## config.mk

```make
export PLATFORM = sky130hd
export DESIGN_NAME = brick_hit_controller
export DESIGN_NICKNAME = d
export VERILOG_FILES = /design/src/rtl/brick_hit_controller.sv
export SDC_FILE = /design/constraint.sdc
export NUM_CORES = 1
export LEC_CHECK = 0
export CORE_ASPECT_RATIO = 1.75
export CORE_UTILIZATION = 30
export DETAILED_ROUTE_END_ITERATION = 12
export GPL_TIMING_DRIVEN = 0
export PLACE_DENSITY_LB_ADDON = 0.1
export SKIP_LAST_GASP = 1
export SLEW_MARGIN = 10
export SYNTH_ARGS = -nofsm -noshare
export SYNTH_HDL_FRONTEND = slang
export SYNTH_SLANG_ARGS = --single-unit
```

## constraint.sdc

```tcl
create_clock -name CLK_50MH -period 6.3 [get_ports CLK_50MH]
set_input_delay 0.63 -clock CLK_50MH [delete_from_list [all_inputs] [get_ports CLK_50MH]]
set_output_delay 0.63 -clock CLK_50MH [all_outputs]
set_load 0.02 [all_outputs]
```

## src/rtl/brick_hit_controller.sv

```systemverilog
// Per-frame collision scan of the ball box against a 4x5 brick wall.
// It is the single writer of the display's block-state table and also keeps the score and live-block count.
module brick_hit_controller #(
    parameter int BALL_SIZE       = 7,
    parameter int BLOCK_SPACING_X = 40,
    parameter int BLOCK_WIDTH     = 80,
    parameter int BLOCK_HEIGHT    = 30,
    parameter int FIRST_ROW_Y     = 40,
    parameter int ROW_PITCH       = 50,
    parameter int DESTROY_BONUS   = 4
) (
    input  logic        CLK_50MH,
    input  logic        reset,
    input  logic        frame_tick,
    input  logic [9:0]  ball_x,
    input  logic [9:0]  ball_y,
    output logic        busy,
    output logic        active_write_enable,
    output logic [5:0]  active_position,
    output logic [1:0]  active_data,
    output logic        hit_valid,
    output logic        flip_x,
    output logic        flip_y,
    output logic        scan_done,
    output logic [15:0] score,
    output logic [4:0]  blocks_remaining,
    output logic        all_cleared,
    output logic [1:0]  o_dbg_state
);

    typedef enum logic [1:0] {S_IDLE, S_SCAN, S_WRITE, S_DONE} state_t;

    state_t      r_state;
    state_t      w_next;
    logic [9:0]  r_ball_x;
    logic [9:0]  r_ball_y;
    logic [4:0]  r_idx;
    logic [1:0]  r_hit [20];

    logic [1:0]  w_row;
    logic [2:0]  w_col;
    logic [10:0] w_bx;
    logic [10:0] w_by;
    logic [10:0] w_xl;
    logic [10:0] w_xr;
    logic [10:0] w_yt;
    logic [10:0] w_yb;
    logic [10:0] w_cx;
    logic        w_overlap;
    logic        w_live;
    logic        w_center;
    logic [16:0] w_score_sum;

    // Row/column of the block under test, without a divider.
    always_comb begin
        w_row = 2'd0;
        w_col = 3'(r_idx);
        if (r_idx >= 5'd15) begin
            w_row = 2'd3;
            w_col = 3'(r_idx - 5'd15);
        end else if (r_idx >= 5'd10) begin
            w_row = 2'd2;
            w_col = 3'(r_idx - 5'd10);
        end else if (r_idx >= 5'd5) begin
            w_row = 2'd1;
            w_col = 3'(r_idx - 5'd5);
        end
    end

    // 11-bit arithmetic keeps ball_x + BALL_SIZE from wrapping near 1023.
    assign w_bx = 11'(BLOCK_SPACING_X) + 11'(w_col) * 11'(BLOCK_SPACING_X + BLOCK_WIDTH);
    assign w_by = 11'(FIRST_ROW_Y) + 11'(w_row) * 11'(ROW_PITCH);
    assign w_xl = {1'b0, r_ball_x};
    assign w_yt = {1'b0, r_ball_y};
    assign w_xr = w_xl + 11'(BALL_SIZE);
    assign w_yb = w_yt + 11'(BALL_SIZE);
    assign w_cx = w_xl + 11'(BALL_SIZE / 2);

    assign w_overlap = (w_xl <= w_bx + 11'(BLOCK_WIDTH)) && (w_xr >= w_bx) &&
                       (w_yt <= w_by + 11'(BLOCK_HEIGHT)) && (w_yb >= w_by);
    assign w_live    = (r_hit[r_idx] != 2'd3);
    assign w_center  = (w_cx >= w_bx) && (w_cx <= w_bx + 11'(BLOCK_WIDTH));

    assign all_cleared = (blocks_remaining == 5'd0);
    assign o_dbg_state = r_state;

    always_comb begin
        w_next              = r_state;
        busy                = (r_state != S_IDLE);
        active_write_enable = 1'b0;
        active_position     = 6'd0;
        active_data         = 2'd0;
        hit_valid           = 1'b0;
        flip_x              = 1'b0;
        flip_y              = 1'b0;
        scan_done           = 1'b0;
        case (r_state)
            S_IDLE: begin
                if (frame_tick) w_next = S_SCAN;
            end
            S_SCAN: begin
                if (w_overlap && w_live) w_next = S_WRITE;
                else if (r_idx == 5'd19) w_next = S_DONE;
            end
            S_WRITE: begin
                active_write_enable = 1'b1;
                hit_valid           = 1'b1;
                active_position     = {1'b0, r_idx};
                active_data         = r_hit[r_idx] + 2'd1;
                flip_y              = w_center;
                flip_x              = !w_center;
                w_next              = S_DONE;
            end
            S_DONE: begin
                scan_done = 1'b1;
                w_next    = S_IDLE;
            end
            default: w_next = S_IDLE;
        endcase
    end

    assign w_score_sum = {1'b0, score} +
                         ((active_data == 2'd3) ? 17'(1 + DESTROY_BONUS) : 17'd1);

    always_ff @(posedge CLK_50MH or negedge reset) begin
        if (!reset) begin
            r_state          <= S_IDLE;
            r_ball_x         <= 10'd0;
            r_ball_y         <= 10'd0;
            r_idx            <= 5'd0;
            score            <= 16'd0;
            blocks_remaining <= 5'd20;
            for (int i = 0; i < 20; i++) r_hit[i] <= 2'd0;
        end else begin
            r_state <= w_next;
            if (r_state == S_IDLE && frame_tick) begin
                r_ball_x <= ball_x;
                r_ball_y <= ball_y;
                r_idx    <= 5'd0;
            end
            if (r_state == S_SCAN && !(w_overlap && w_live) && r_idx != 5'd19)
                r_idx <= r_idx + 5'd1;
            // Score and block count become visible the cycle after the write strobe.
            if (r_state == S_WRITE) begin
                r_hit[r_idx] <= active_data;
                score        <= w_score_sum[16] ? 16'hFFFF : w_score_sum[15:0];
                if (active_data == 2'd3) blocks_remaining <= blocks_remaining - 5'd1;
            end
        end
    end

endmodule
```

==> flow_summary.ini <==
[setup_path]
reg2reg_from = r_idx[0]
cpMostUsedCell = buf_6
crit_path_end_kind = output pin
start_kind = register
required_ns = 5.67
crit_path_top_delay_cell = fa_2
critPathMaxFanout = 4
arrival_ns = 6.21
slowest_delay_ns = 0.61
r2r-end = o_dbg_state[1]
path_class = register to output pin
rr_worst_depth = 32
rrSetupSlack_ns = 0.23

[floorplan]
die_h_um = 197
die_area_um2 = 22400
core_um2 = 21400
initial_core_util_pct = 30.6
rows = 71
io_pins = 61
die_w_um = 114

[run]
cap_viol_max_count = 0

[status]
status = complete, but fails checks
violations = negative setup slack

[clock_tree]
cts_buffers = 9
root_buffer = clkbuf_16
cts_sinks = 88
cts_max_level = 3
clk_path_buf_depth = 2
hold_buffers = 0
tritoncts = built
clk-insertion-delay-late_ns = 0.36
path_clk_slew_ns = 0.07

[finish]
layout-drive-gt1-share_pct = 27.9
design_area_um2 = 8550
final_nets = 858
antenna_cells = 0
area_delta_synth_final_pct = 30.7

[route]
drtAntennaViolNets = 0
drt_iter0_markers = 141
dr_total_vias = 5164
wl_per_cell_um = 17.4
drc = 0
vias_per_cell = 4.91
wl_mm = 18.3
firstDrtPassIters = 4

[yosys]
synth_enable_flop_cells = 0
yosys.area.top_type = dfrtp_1
synth_seq_cells = 88
yosys_warnings = 0
ys_async_sr_fraction_pct = 100
yosys-top-cells-area = dfrtp_1 (33%), ha_1 (15%), mux2_2 (11%)
synth_cell_types = 69
synth_area_um2 = 6540
synth_fp_nets = 741
syn_inst = 638
yosysSeqAreaShare_pct = 33.7
ys.flop_type = dfrtp_1
synthTopCellsByCount = dfrtp_1 (86), ha_1 (77), mux2_2 (62), nor2_1 (59), nand2_1 (41)
yosys.cell_count.top_type = dfrtp_1
synth_area_per_cell_um2 = 10.3
synth_top_area_share_pct = 32.9

[grt]
track_usage_pct = 17.2
grt_max_degree = 59
overflow = 0
grt_pass1_wl_mm = 29.2
grt_pass1_vias = 5699
antenna_found_initial = 0

[timing]
setup_viol_count_final = 2
fmax_mhz = 146
setup_ws_ns = -0.541
finalHoldViolations = 0
slew_violations = 0
period_needed_ns = 6.84
slew_headroom_pct = 54.6
rsz0062_at_grt = yes
fin_skew_ns = 0.0121
fin_crit_sh_pct = 109
tightest_slew_ns = 0.681

[worst_hold_path]
hold_class = input port to asynchronous set/reset pin

[placement]
gp_congestion = 0.890
place_area_um2 = 7620
io_buffers = 59
dp_hpwl_mm = 13.9
metrics by stage:
stage / std cells / TNS, ns / setup slack, ns / util [%] / hold WS, ns
finish: 1052 / -1.02 / -0.541 / 40.0 / 0.229
global route: 1052 / -1.55 / -0.768 / 40.0 / 0.268
CTS: 1046 / -0.873 / -0.450 / 39.2 / 0.243
detailed placement: 990 / -7.03 / -1.48 / 35.6 / 0.492
global placement: 989 / -6.89 / -1.48 / 35.5 / 0.488
floorplan: 638 / 0 / 0.00821 / - / 0.334
how the worst max path moves through the flow:
| stage | start | end | slack, ns | cells after the start |
|---|---|---|---|---|
| 2_1_floorplan | r_idx[3] | flip_y | 0.008 | 25 |
| 3_3_place_gp | r_idx[1] | flip_y | -1.48 | 26 |
| 3_5_place_dp | r_idx[1] | flip_y | -1.48 | 26 |
| 4_1_cts | r_idx[1] | flip_x | -0.45 | 25 |
| 5_1_grt | r_idx[0] | flip_x | -0.77 | 32 |
| 6_report | r_idx[0] | flip_x | -0.54 | 31 |
worst max-delay path, delay by kind of cell, from the launching register on:
kind	cells	cell delay, ns
adder cells (fa/ha/maj)	5	1.70
XOR/XNOR	1	0.14
AND/OR/NAND/NOR	9	1.39
buffers and inverters	9	0.93
AO/OA/AOI/OAI	7	1.26
flip-flops	1	0.41
kinds of logic (layout without fill, tap and decap cells):
group | count (synthesis) | count (layout) | synth area share, %
adders and majority gates | 80 | 80 | 15.6
xor gates and xnor gates | 45 | 45 | 6.02
other | 1 | 1 | 0.0573
and+or+nand+nor | 178 | 178 | 12.9
muxes | 80 | 80 | 15.7
AOI/OAI and AO/OA | 102 | 102 | 11.6
buffers and inverters | 64 | 186 | 4.30
DFF | 88 | 88 | 33.7
final cells by class:
cell class | instances | area, µm²
Buffer | 26 | 206
Clock inverter | 5 | 61.3
Sequential cell | 88 | 2210
Fill cell | 2123 | 12900
Timing Repair Buffer | 106 | 975
Inverter | 38 | 160
Tap cell | 292 | 365
Multi-Input combinational cell | 486 | 4320
Clock buffer | 11 | 253
per-layer routing:
| metal | share of wire [%] | global-route usage (%) |
|---|---|---|
| met1 | 37 | 16.8 |
| met2 | 57 | 34.2 |
| met3 | 2.1 | 2.52 |
| met4 | 3.9 | 8.72 |
| met5 | 0 | 0 |
flip-flops by register name (all words and copies together), names as in the netlist:
register	count
blocks_remaining	5
o_dbg_state	2
r_ball_x	10
r_ball_y	10
r_hit	40
r_idx	5
score	16
cells in the final DEF (no fill, tap or decap), types with 7 or more instances in the layout:
cell / Yosys / routed
mux4_2: 12 / 12
buf_4: 5 / 47
nand2_1: 41 / 41
xnor2_1: 26 / 22
o21a_1: 11 / 11
clkbuf_1: 14 / 11
dfrtp_1: 86 / 83
nand4_1: 11 / 11
mux2_2: 62 / 62
nor2_1: 59 / 58
xor2_1: 19 / 18
o21ai_0: 22 / 18
a21o_1: 9 / 9
and3_1: 7 / 7
nand3_1: 22 / 21
inv_1: 38 / 31
ha_1: 77 / 70
a21oi_1: 16 / 15
buf_6: 3 / 9
clkbuf_16: 0 / 10
clkdlybuf4s50_1: 0 / 56
repair_timing:
action                                  4_1_cts  5_1_grt
pin swaps                                    26       16
endpoints found under the setup margin        9        9
setup buffers                                40        6
endpoints found under the hold margin         0        0
resized for setup                            43       23
Power is left out: the tool's default activity adds up to more than one toggle a clock period on the data nets, which glitch-free logic cannot reach.
